### config.mk
export PLATFORM = sky130hd
export DESIGN_NAME = uart_autobaud
export DESIGN_NICKNAME = d
export VERILOG_FILES = /design/src/rtl/uart_pkg.sv /design/src/rtl/uart_rx_sync.sv /design/src/rtl/uart_autobaud.sv
export SDC_FILE = /design/constraint.sdc
export NUM_CORES = 1
export LEC_CHECK = 0
export CAP_MARGIN = 10
export CORE_MARGIN = 2
export CORE_UTILIZATION = 45
export DETAILED_ROUTE_END_ITERATION = 10
export PLACE_DENSITY = 0.65
export SETUP_SLACK_MARGIN = 0.02
export SKIP_CTS_REPAIR_TIMING = 1
export SLEW_MARGIN = 20
export SYNTH_ARGS = -nofsm -noshare
export SYNTH_HDL_FRONTEND = slang
export SYNTH_SLANG_ARGS = --single-unit
### constraint.sdc
create_clock -name CLK -period 8.35 [get_ports CLK]
set_input_delay 2.505 -clock CLK [delete_from_list [all_inputs] [get_ports CLK]]
set_output_delay 2.505 -clock CLK [all_outputs]
set_load 0.03 [all_outputs]
### src/rtl/uart_pkg.sv
// Constants and state encoding shared by the UART receiver, transmitter and autobaud blocks.
package uart_pkg;

    typedef enum logic [1:0] {
        IDLE,
        WAIT_HIGH,
        WAIT_START,
        MEASURE
    } ab_state_t;

    localparam logic [7:0]  SYNC_CHAR  = 8'h55;
    localparam int unsigned EDGE_COUNT = 8;
    localparam int unsigned TOL_SHIFT  = 2;
    localparam int unsigned EDGE_IDX_W = $clog2(EDGE_COUNT);

endpackage

### src/rtl/uart_rx_sync.sv
// Two-flop synchronizer for the raw rx pin with registered rise/fall strobes.
module uart_rx_sync (
    input  logic CLK,
    input  logic rst_n,
    input  logic rx,
    output logic rx_s,
    output logic rise,
    output logic fall
);

    logic meta;
    logic sync_d;

    // Flops reset to the idle-high line level so reset never looks like a start bit.
    always_ff @(posedge CLK) begin
        if (!rst_n) begin
            meta   <= 1'b1;
            rx_s   <= 1'b1;
            sync_d <= 1'b1;
            rise   <= 1'b0;
            fall   <= 1'b0;
        end else begin
            meta   <= rx;
            rx_s   <= meta;
            sync_d <= rx_s;
            rise   <= rx_s & ~sync_d;
            fall   <= ~rx_s & sync_d;
        end
    end

endmodule

### src/rtl/uart_autobaud.sv
// Measures the bit period of a 0x55 sync character on rx and derives the
// matching uart_baud_gen prescaler value.
module uart_autobaud
    import uart_pkg::*;
#(
    parameter int unsigned WIDTH             = 21,
    parameter int unsigned DEFAULT_PRESCALER = 103,
    parameter int unsigned MIN_PRESCALER     = 3
) (
    input  logic             CLK,
    input  logic             rst_n,
    input  logic             rx,
    input  logic             start,
    output logic [WIDTH-1:0] prescaler,
    output logic             busy,
    output logic             done,
    output logic             err
);

    localparam logic [EDGE_IDX_W-1:0] LAST_IDX = EDGE_IDX_W'(EDGE_COUNT - 1);

    logic rx_s, rise, fall, edge_s;

    uart_rx_sync u_sync (
        .CLK   (CLK),
        .rst_n (rst_n),
        .rx    (rx),
        .rx_s  (rx_s),
        .rise  (rise),
        .fall  (fall)
    );

    assign edge_s = rise | fall;

    ab_state_t             state;
    logic [WIDTH-1:0]      cnt;
    logic [WIDTH:0]        t0;
    logic [WIDTH+2:0]      total;
    logic [EDGE_IDX_W-1:0] idx;

    logic [WIDTH:0]        n;
    logic [WIDTH:0]        diff;
    logic [WIDTH+2:0]      sum;
    logic [WIDTH+2:0]      rnd;
    logic [WIDTH-1:0]      p;
    logic                  in_tol;
    logic                  cnt_max;
    logic                  p_ok;

    // n is the length of the interval closed by an edge in this cycle.
    always_comb begin
        n       = (WIDTH+1)'(cnt) + (WIDTH+1)'(1);
        diff    = (n >= t0) ? (n - t0) : (t0 - n);
        in_tol  = diff <= (t0 >> TOL_SHIFT);
        sum     = total + (WIDTH+3)'(n);
        rnd     = sum + (WIDTH+3)'(4);
        p       = WIDTH'((rnd >> EDGE_IDX_W) - (WIDTH+3)'(1));
        p_ok    = p >= WIDTH'(MIN_PRESCALER);
        cnt_max = &cnt;
    end

    always_ff @(posedge CLK) begin
        if (!rst_n) begin
            state     <= IDLE;
            prescaler <= WIDTH'(DEFAULT_PRESCALER);
            busy      <= 1'b0;
            done      <= 1'b0;
            err       <= 1'b0;
            cnt       <= '0;
            t0        <= '0;
            total     <= '0;
            idx       <= '0;
        end else begin
            done <= 1'b0;
            err  <= 1'b0;
            case (state)
                IDLE: begin
                    if (start) begin
                        state <= WAIT_HIGH;
                        busy  <= 1'b1;
                    end
                end
                WAIT_HIGH: begin
                    if (rx_s) state <= WAIT_START;
                end
                WAIT_START: begin
                    if (fall) begin
                        cnt   <= '0;
                        total <= '0;
                        idx   <= '0;
                        state <= MEASURE;
                    end
                end
                MEASURE: begin
                    cnt <= cnt + WIDTH'(1);
                    // An edge on the same cycle as counter saturation wins over timeout.
                    if (edge_s) begin
                        cnt   <= '0;
                        total <= sum;
                        idx   <= idx + EDGE_IDX_W'(1);
                        if (idx == '0) t0 <= n;
                        if (idx != '0 && !in_tol) begin
                            err   <= 1'b1;
                            busy  <= 1'b0;
                            state <= IDLE;
                        end else if (idx == LAST_IDX) begin
                            busy  <= 1'b0;
                            state <= IDLE;
                            if (p_ok) begin
                                prescaler <= p;
                                done      <= 1'b1;
                            end else begin
                                err <= 1'b1;
                            end
                        end
                    end else if (cnt_max) begin
                        err   <= 1'b1;
                        busy  <= 1'b0;
                        state <= IDLE;
                    end
                end
                default: begin
                    state <= IDLE;
                    busy  <= 1'b0;
                end
            endcase
        end
    end

endmodule

==> results of run 1 <==
## state kept, by name (all words and copies together) (netlist names)
register       count
total             24
prescaler         21
err                1
u_sync.sync_d      1
t0                22
u_sync.rx_s        1
state              2
idx                3
u_sync.meta        1
u_sync.rise        1
cnt               21
done               1
u_sync.fall        1
busy               1
## power groups by stage
stage	Clock (mW)	Sequential (mW)	Combinational, mW
after floorplan	0	0.513	0.367
after global placement	0	0.510	0.504
after detailed placement	0	0.511	0.504
after CTS	0.511	0.500	0.509
after global routing	0.530	0.501	0.570
final	0.503	0.500	0.518
## how the worst max path moves through the flow
stage	start	to	slack, ns	depth (start not counted)
2_1_floorplan	cnt[0]	prescaler[18]	0.71	36
3_3_place_gp	cnt[0]	prescaler[6]	0.68	32
3_5_place_dp	cnt[0]	prescaler[6]	0.50	32
4_1_cts	cnt[0]	prescaler[6]	0.45	32
5_1_grt	cnt[0]	prescaler[5]	0.1	32
6_report	cnt[0]	prescaler[6]	0.70	32
## layout by cell type (no fill, tap or decap), drive strengths merged, types with 6 or more instances in the layout
cell type and instances:
dfxtp 101, nand4 21, nor3 27, or3 6, nand3 41, inv 73
o21ai 68, mux2i 18, clkdlybuf4s50 27, a21oi 94, xnor2 53, o211ai 16
o31ai 7, a31oi 7, and3 26, a211o 6, a21o 37, ha 98
nor2 131, o221ai 10, or2 9, nand2b 17, and2 9, nor2b 10
clkbuf 10, buf 12, o21bai 8, nand2 88, o22ai 8, o21a 8
and4 9, a22oi 35, a2111oi 6, a211oi 40, xor2 33
## routing by layer
layer  up-vias  track usage, %  wire length (microns)
li1       4582               -                      -
met1      4357           33.08                  12970
met2       209           40.23                  12650
met3        29           2.575                   1121
met4         0           5.926                    414
met5         -               0                      0
## kinds of logic (layout without fill, tap and decap cells)
logic type	after synthesis	in the layout	synth area share, %
AO/OA/AOI/OAI	396	396	28.39
XOR/XNOR	86	86	7.907
adder cells (fa/ha/maj)	101	101	13.11
buffers and inverters	144	126	6.083
flip-flops	101	101	20.61
multiplexers	20	20	2.104
AND/OR/NAND/NOR	420	420	21.80
## through the flow
step | hold WS [ns] | setup WS [ns] | total power [mW] | utilization [%]
6_report | 0.4155 | 0.6993 | 1.521 | 48.85
3_5_place_dp | 0.3993 | 0.4959 | 1.015 | 47.24
2_1_floorplan | 0.3863 | 0.7142 | 0.8805 | -
5_1_grt | 0.4329 | 0.09687 | 1.602 | 48.85
4_1_cts | 0.4170 | 0.4517 | 1.520 | 48.84
3_3_place_gp | 0.3896 | 0.6836 | 1.015 | 47.24
## area by class of cell
type                       instances  share of cell area (%)
multi-input combinational       1023                   68.29
timing repair buffer              39                   3.412
inverter                          72                   2.559
clock buffer                      10                   2.263
clock inverter                     5                   1.019
tap                              280                   3.317
sequential                       101                   19.14
==> reports/results.md, run 1 <==
| Item | Reported | Unit |
| --- | --- | --- |
| Result of the run | finished, final reports clean | - |
| Area leader, netlist | sky130_fd_sc_hd__dfxtp_1 | - |
| Most repeated library cell on the critical path | sky130_fd_sc_hd__and3_1 | - |
| Number of instances in the placed design | 1515 | - |
| Number of nets in the synthesized netlist | 1373 | - |
| First-pass GRT wire length | 44.18 | mm |
| Switching pwr | 0.5183 | mW |
| Critical path buffers and inverters | 2 | - |
| Max transition margin | 44.29 | % |
| Final estimated routing congestion in global placement | 0.9207 | - |
| Max-slew violation count | 0 | - |
| Maximum cell stage delay along the critical path | 0.45 | ns |
| Final critical-path required period | 7.651 | ns |
| CP Launch Type | register | - |
| Instance area at placement | 10210 | sq um |
| Tot GR Track Use | 24.02 | % |
| Share of synthesized registers carrying an async set or reset | 0 | % |
| Instance count of the mapped netlist | 1268 | - |
| Global route total overflow | 0 | - |
| Maximum capacitance violations | 0 | - |
| Total half-perimeter wirelength after legalization and detailed placement | 20.99 | mm |
| Critical path class | register to register | - |
| Drt first pass iters | 5 | - |
| Cell types with the largest area share after synthesis | sky130_fd_sc_hd__dfxtp_1 21%, sky130_fd_sc_hd__ha_1 12%, sky130_fd_sc_hd__nor2_1 5.0% | - |
| Die Ht | 151.7 | microns |
| Number of global-route vias before repair | 8466 | - |
| Standard-cell rows | 54 | - |
| Hold Crit Endpoint | u_sync.rx_s | - |
| Post-Syn Area per Cell | 7.737 | sq um |
| Number of design rule violations left after detail routing | 0 | - |
| Worst R2R Start | cnt[0] | - |
| Initial standard-cell utilization of the core | 45.38 | % |
| Summed instance area of the synthesized netlist | 9811 | sq um |
| Detailed-route wire length per cell | 17.75 | microns |
| Peak supply drop | 123.8 | uV |
| Data required time at the worst endpoint | 8.60 | ns |
| Most frequent cell after synthesis | sky130_fd_sc_hd__nor2_1 | - |
| Clock-pin slew on the worst setup and hold paths | 0.07 | ns |
| Sequential cell area | 2022 | sq um |
| Int Power | 1.002 | mW |
| Worst endpoint data arrival time | 7.90 | ns |
| Combinational group share of total power | 34.1 | % |
| Growth of design area from synthesis to finish | 7.665 | % |
| Num CTS Buffers | 9 | - |
| Setup TNS | 0 | ns |
| Launch point of the worst hold path | u_sync.meta | - |
| Critical-path maximum fanout | 15 | - |
| Number of antenna diodes | 0 | - |
| Depth of the worst register-to-register path | 32 | - |
| Seq pwr share | 32.9 | % |
| HP Class | register to register | - |
| Worst flop-to-flop path endpoint | prescaler[6] | - |
| Slew at the pin with the worst max-slew slack | 0.8356 | ns |
| TritonCTS clock tree | done | - |
| Worst clock skew | 0.01540 | ns |
| Switching Share | 34.09 | % |
| Total power per unit cell area | 144.0 | nW/um^2 |
| Deepest clock path buffer count | 2 | - |
| First DRT Iteration DRCs | 645 | - |
| Number of distinct library cell variants in the gate-level netlist after synthesis | 102 | - |
| Largest net degree at the start of global routing | 72 | - |
| Achievable clock frequency | 0.1307 | GHz |
| Number of routed nets with antenna violations | 0 | - |
| Wire length after detailed routing | 27.16 | mm |
| Clock insertion delay at the later pin of the skew report | 0.37 | ns |
| Dominant synthesized flop cell | sky130_fd_sc_hd__dfxtp_1 | - |
| Share of cells above drive strength 1 | 6.720 | % |
| Slack of the worst reg-to-reg path | 0.70 | ns |
| Number of hold violations in the final report | 0 | - |
| Detailed-route vias per instance | 5.998 | - |
| Final setup fails | 0 | - |
| Sequential cell area fraction in the yosys report | 20.61 | % |
| Layout Cell Area excl Fill | 10560 | sq um |
| Syn. warnings | 0 | - |
| Non-filler instance count after layout | 1530 | - |
| Synth top cells by count | 130 x sky130_fd_sc_hd__nor2_1, 101 x sky130_fd_sc_hd__dfxtp_1, 98 x sky130_fd_sc_hd__ha_1 | - |
| Crit end category | register | - |
| I/O pin count | 28 | - |
| Sinks on the clock net | 101 | - |
| Multi-input gate area in the final layout | 7213 | sq um |
| Deepest level of the CTS H-tree | 3 | - |
| Final period utilization | 91.62 | % |
| Cell with the biggest individual delay on the critical path | sky130_fd_sc_hd__dfxtp_1 | - |
| CORE AREA | 21620 | sq um |
| Fill cell count | 2176 | - |
| Area share of the largest cell type after synthesis | 20.61 | % |
| Antenna violations before repair | 0 | - |
| Die width | 151.7 | microns |
| Count of flip-flops with a built-in enable after synthesis | 0 | - |
| Final nets | 1351 | - |
| Total die area | 23000 | sq um |
| Clk Tree Root Cell | sky130_fd_sc_hd__clkbuf_16 | - |
| Hold path cells | 1 | - |
| Seq cells post-synth | 101 | - |
| IO Port Bufs | 27 | - |
| Clock network fraction of design power | 33.1 | % |
| Category of cells accounting for the largest share of critical-path delay | compound AO/OA/AOI/OAI gates | - |
| Setup repair after global routing missed its margin | no | - |
| Leakage power of the design | 4.468 | nW |
| Vias | 9177 | - |
No activity file was read; power rests on OpenSTA's default activity.
==> inputs of run 2 (changes only) <==
Settings changed: PLACE_DENSITY 0.65 to 0.71, SYNTH_HIERARCHICAL set to 1.
==> reports/results.md, run 2 <==
| Item | Reported | Unit | vs previous |
| --- | --- | --- | --- |
| Result of the run | finished, final reports clean | - | unchanged |
| CP Launch Type | register | - | unchanged |
| Clock network fraction of design power | 30.7 | % | was 33.1% |
| Global route total overflow | 0 | - | unchanged |
| Seq pwr share | 36.5 | % | was 32.9% |
| CORE AREA | 21620 | sq um | unchanged |
| Category of cells accounting for the largest share of critical-path delay | compound AO/OA/AOI/OAI gates | - | unchanged |
| Maximum capacitance violations | 0 | - | unchanged |
| Post-Syn Area per Cell | 7.820 | sq um | was 7.737 sq um |
| Area leader, netlist | sky130_fd_sc_hd__dfxtp_1 | - | unchanged |
| Number of flip-flops under the largest register name | 24 | - | unchanged |
| Layout Utilization | 49.46 | % | was 48.85% |
| Critical-path maximum fanout | 11 | - | was 15 |
| Deepest level of the CTS H-tree | 3 | - | unchanged |
| Number of distinct library cell variants in the gate-level netlist after synthesis | 88 | - | was 102 |
| Max transition margin | 38.98 | % | was 44.29% |
| Number of antenna diodes | 0 | - | unchanged |
| Syn. warnings | 6 | - | was 0 |
| Number of hold violations in the final report | 0 | - | unchanged |
| Clock insertion delay at the later pin of the skew report | 0.36 | ns | was 0.37 ns |
| Final setup fails | 0 | - | unchanged |
| Seq cells post-synth | 101 | - | unchanged |
| Non-filler instance count after layout | 1539 | - | was 1530 |
| Count of flip-flops with a built-in enable after synthesis | 0 | - | unchanged |
| Area share of the largest cell type after synthesis | 20.57 | % | was 20.61% |
| Achievable clock frequency | 0.1287 | GHz | was 0.1307 GHz |
| Total half-perimeter wirelength after legalization and detailed placement | 19.87 | mm | was 20.99 mm |
| HP Class | register to register | - | unchanged |
| Leakage power of the design | 4.634 | nW | was 4.468 nW |
| Cell with the biggest individual delay on the critical path | sky130_fd_sc_hd__dfxtp_2 | - | was sky130_fd_sc_hd__dfxtp_1 |
| I/O pin count | 28 | - | unchanged |
| Number of routed nets with antenna violations | 0 | - | unchanged |
| TritonCTS clock tree | done | - | unchanged |
| Final period utilization | 93.07 | % | was 91.62% |
| Die width | 151.8 | microns | was 151.7 microns |
| Worst R2R Start | cnt[0] | - | unchanged |
| Worst clock skew | 0.008661 | ns | was 0.01540 ns |
| Crit end category | register | - | unchanged |
| Total die area | 23040 | sq um | was 23000 sq um |
| Detailed-route wire length per cell | 16.75 | microns | was 17.75 microns |
| Most flop-heavy register | total | - | unchanged |
| Depth of the worst register-to-register path | 32 | - | unchanged |
| Layout Cell Area excl Fill | 10690 | sq um | was 10560 sq um |
| Drt first pass iters | 7 | - | was 5 |
| Instance count of the mapped netlist | 1257 | - | was 1268 |
| Clk Tree Root Cell | sky130_fd_sc_hd__clkbuf_16 | - | unchanged |
| Wire length after detailed routing | 25.77 | mm | was 27.16 mm |
| Setup repair after global routing missed its margin | no | - | unchanged |
| Synth top cells by count | 129 x sky130_fd_sc_hd__nor2_1, 101 x sky130_fd_sc_hd__dfxtp_1, 97 x sky130_fd_sc_hd__ha_1 | - | was 130 x sky130_fd_sc_hd__nor2_1, 101 x sky130_fd_sc_hd__dfxtp_1, 98 x sky130_fd_sc_hd__ha_1 |
| Switching pwr | 0.4484 | mW | was 0.5183 mW |
| Setup TNS | 0 | ns | unchanged |
| Initial standard-cell utilization of the core | 45.46 | % | was 45.38% |
| Largest net degree at the start of global routing | 77 | - | was 72 |
| Vias | 9075 | - | was 9177 |
| Dominant synthesized flop cell | sky130_fd_sc_hd__dfxtp_1 | - | unchanged |
| Critical path class | register to register | - | unchanged |
| Detailed-route vias per instance | 5.897 | - | was 5.998 |
| Cell types with the largest area share after synthesis | sky130_fd_sc_hd__dfxtp_1 21%, sky130_fd_sc_hd__ha_1 12%, sky130_fd_sc_hd__nor2_1 4.9% | - | was sky130_fd_sc_hd__dfxtp_1 21%, sky130_fd_sc_hd__ha_1 12%, sky130_fd_sc_hd__nor2_1 5.0% |
| Leading cell type in the layout, fill and taps excluded | sky130_fd_sc_hd__nor2_1 | - | unchanged |
| Most repeated library cell on the critical path | sky130_fd_sc_hd__a21o_1 | - | was sky130_fd_sc_hd__and3_1 |
| Maximum cell stage delay along the critical path | 0.38 | ns | was 0.45 ns |
| Clock-pin slew on the worst setup and hold paths | 0.07 | ns | about the same |
| Summed instance area of the synthesized netlist | 9829 | sq um | was 9811 sq um |
| Data required time at the worst endpoint | 8.60 | ns | about the same |
| IO Port Bufs | 27 | - | unchanged |
| Total power per unit cell area | 127.6 | nW/um^2 | was 144.0 nW/um^2 |
| Worst flop-to-flop path endpoint | prescaler[1] | - | was prescaler[6] |
| Final nets | 1358 | - | was 1351 |
| Standard-cell rows | 54 | - | unchanged |
| Die Ht | 151.8 | microns | was 151.7 microns |
| Launch point of the worst hold path | u_sync/meta | - | was u_sync.meta |
| Final critical-path required period | 7.772 | ns | was 7.651 ns |
| Most frequent cell after synthesis | sky130_fd_sc_hd__nor2_1 | - | unchanged |
| Fill cell count | 2063 | - | was 2176 |
| Instance area at placement | 10310 | sq um | was 10210 sq um |
| Share of synthesized registers carrying an async set or reset | 0 | % | unchanged |
| Num CTS Buffers | 9 | - | unchanged |
| First DRT Iteration DRCs | 635 | - | was 645 |
| Antenna violations before repair | 0 | - | unchanged |
| Number of nets in the synthesized netlist | 1361 | - | was 1373 |
| Most frequent cells in the layout | 128 x sky130_fd_sc_hd__nor2_1, 100 x sky130_fd_sc_hd__dfxtp_1, 95 x sky130_fd_sc_hd__ha_1 | - | was 129 x sky130_fd_sc_hd__nor2_1, 101 x sky130_fd_sc_hd__dfxtp_1, 98 x sky130_fd_sc_hd__ha_1 |
| Max-slew violation count | 0 | - | unchanged |
| Sinks on the clock net | 101 | - | unchanged |
| Switching Share | 32.87 | % | was 34.09% |
| Number of design rule violations left after detail routing | 0 | - | unchanged |
| Growth of design area from synthesis to finish | 8.784 | % | was 7.665% |
| Worst endpoint data arrival time | 8.02 | ns | was 7.90 ns |
| Hold_ws | 0.4097 | ns | was 0.4155 ns |
| Peak supply drop | 87.40 | uV | was 123.8 uV |
| Number of global-route vias before repair | 8223 | - | was 8466 |
| Final estimated routing congestion in global placement | 0.9162 | - | was 0.9207 |
| Int Power | 0.9159 | mW | was 1.002 mW |
| First-pass GRT wire length | 42.05 | mm | was 44.18 mm |
| Sequential cell area fraction in the yosys report | 20.57 | % | was 20.61% |
| Tot GR Track Use | 22.67 | % | was 24.02% |
| Critical path buffers and inverters | 1 | - | was 2 |
| Number of instances in the placed design | 1520 | - | was 1515 |
| Multi-input gate area in the final layout | 7371 | sq um | was 7213 sq um |
| Hold path cells | 1 | - | unchanged |
| Deepest clock path buffer count | 2 | - | unchanged |
| Sequential cell area | 2023 | sq um | was 2022 sq um |
| Regs by FF count | total (24), t0 (22) | - | unchanged |
| Slack of the worst reg-to-reg path | 0.58 | ns | was 0.70 ns |
| Share of cells above drive strength 1 | 6.434 | % | was 6.720% |
| Combinational group share of total power | 32.7 | % | was 34.1% |
| Hold Crit Endpoint | u_sync/rx_s | - | was u_sync.rx_s |
| Slew at the pin with the worst max-slew slack | 0.9154 | ns | was 0.8356 ns |
==> run 2: worst max path at each step <==
stage	slack, ns	start	cells after the start	endpoint
6_report	0.58	cnt[0]	32	prescaler[1]
4_1_cts	0.07	cnt[0]	32	prescaler[1]
5_1_grt	0.03	cnt[0]	33	prescaler[1]
2_1_floorplan	0.32	cnt[0]	38	prescaler[6]
3_5_place_dp	0.1	cnt[0]	32	prescaler[1]
3_3_place_gp	0.36	cnt[0]	32	prescaler[1]
==> run 2: kinds of logic after synthesis <==
| logic type | count (synthesis) | synth area share, % |
|---|---|---|
| multiplexers | 37 | 3.908 |
| AND/OR/NAND/NOR | 430 | 22.21 |
| adder cells (fa/ha/maj) | 100 | 12.96 |
| flip-flops | 101 | 20.57 |
| XOR/XNOR | 90 | 8.401 |
| buffers and inverters | 126 | 5.092 |
| AO/OA/AOI/OAI | 373 | 26.86 |
==> run 2: power by group through the flow <==
stage | clock, mW | combinational, mW | sequential (mW)
2_1_floorplan | 0 | 0.327 | 0.512
3_3_place_gp | 0 | 0.432 | 0.509
3_5_place_dp | 0 | 0.432 | 0.510
4_1_cts | 0.429 | 0.436 | 0.498
5_1_grt | 0.445 | 0.495 | 0.500
6_report | 0.419 | 0.447 | 0.499
==> run 2: final cells by class <==
class | instances | area share, %
multi-input cells | 1030 | 68.93
flip-flops and latches | 101 | 18.92
repair buffers | 43 | 3.686
well taps | 280 | 3.276
inverters | 69 | 2.422
clock buffers | 11 | 2.364
clock inverters | 5 | 0.3978
==> run 2: through the flow <==
stage | total power [mW] | worst slack [ns]
after CTS | 1.363 | 0.06985
after global routing | 1.440 | 0.03294
after floorplan | 0.8389 | 0.3169
after global placement | 0.9411 | 0.3605
after detailed placement | 0.9422 | 0.09808
final | 1.364 | 0.5783
==> run 2: worst register-to-register path: cells and delay by family, from the launching register on <==
kind | cells | cell delay [ns]
muxes | 2 | 0.65
buffers and inverters | 1 | 0.15
adders and majority gates | 3 | 0.86
xor gates and xnor gates | 2 | 0.38
and+or+nand+nor | 8 | 1.90
AOI/OAI and AO/OA | 16 | 3.33
DFF | 1 | 0.38
==> run 2: routing by layer <==
metal	vias up	GRT usage [%]	share of wire [%]
met3	51	2.874	3.7
met1	4195	31.26	48
met5	-	0	0
li1	4571	-	-
met2	258	36.19	45
met4	0	8.426	3.1
==> inputs of run 3 (changes only) <==
Settings changed: CAP_MARGIN 10 to 30.
==> results of run 3 <==
Same layout as run 2: the final DEF is identical, and so are final timing and power.
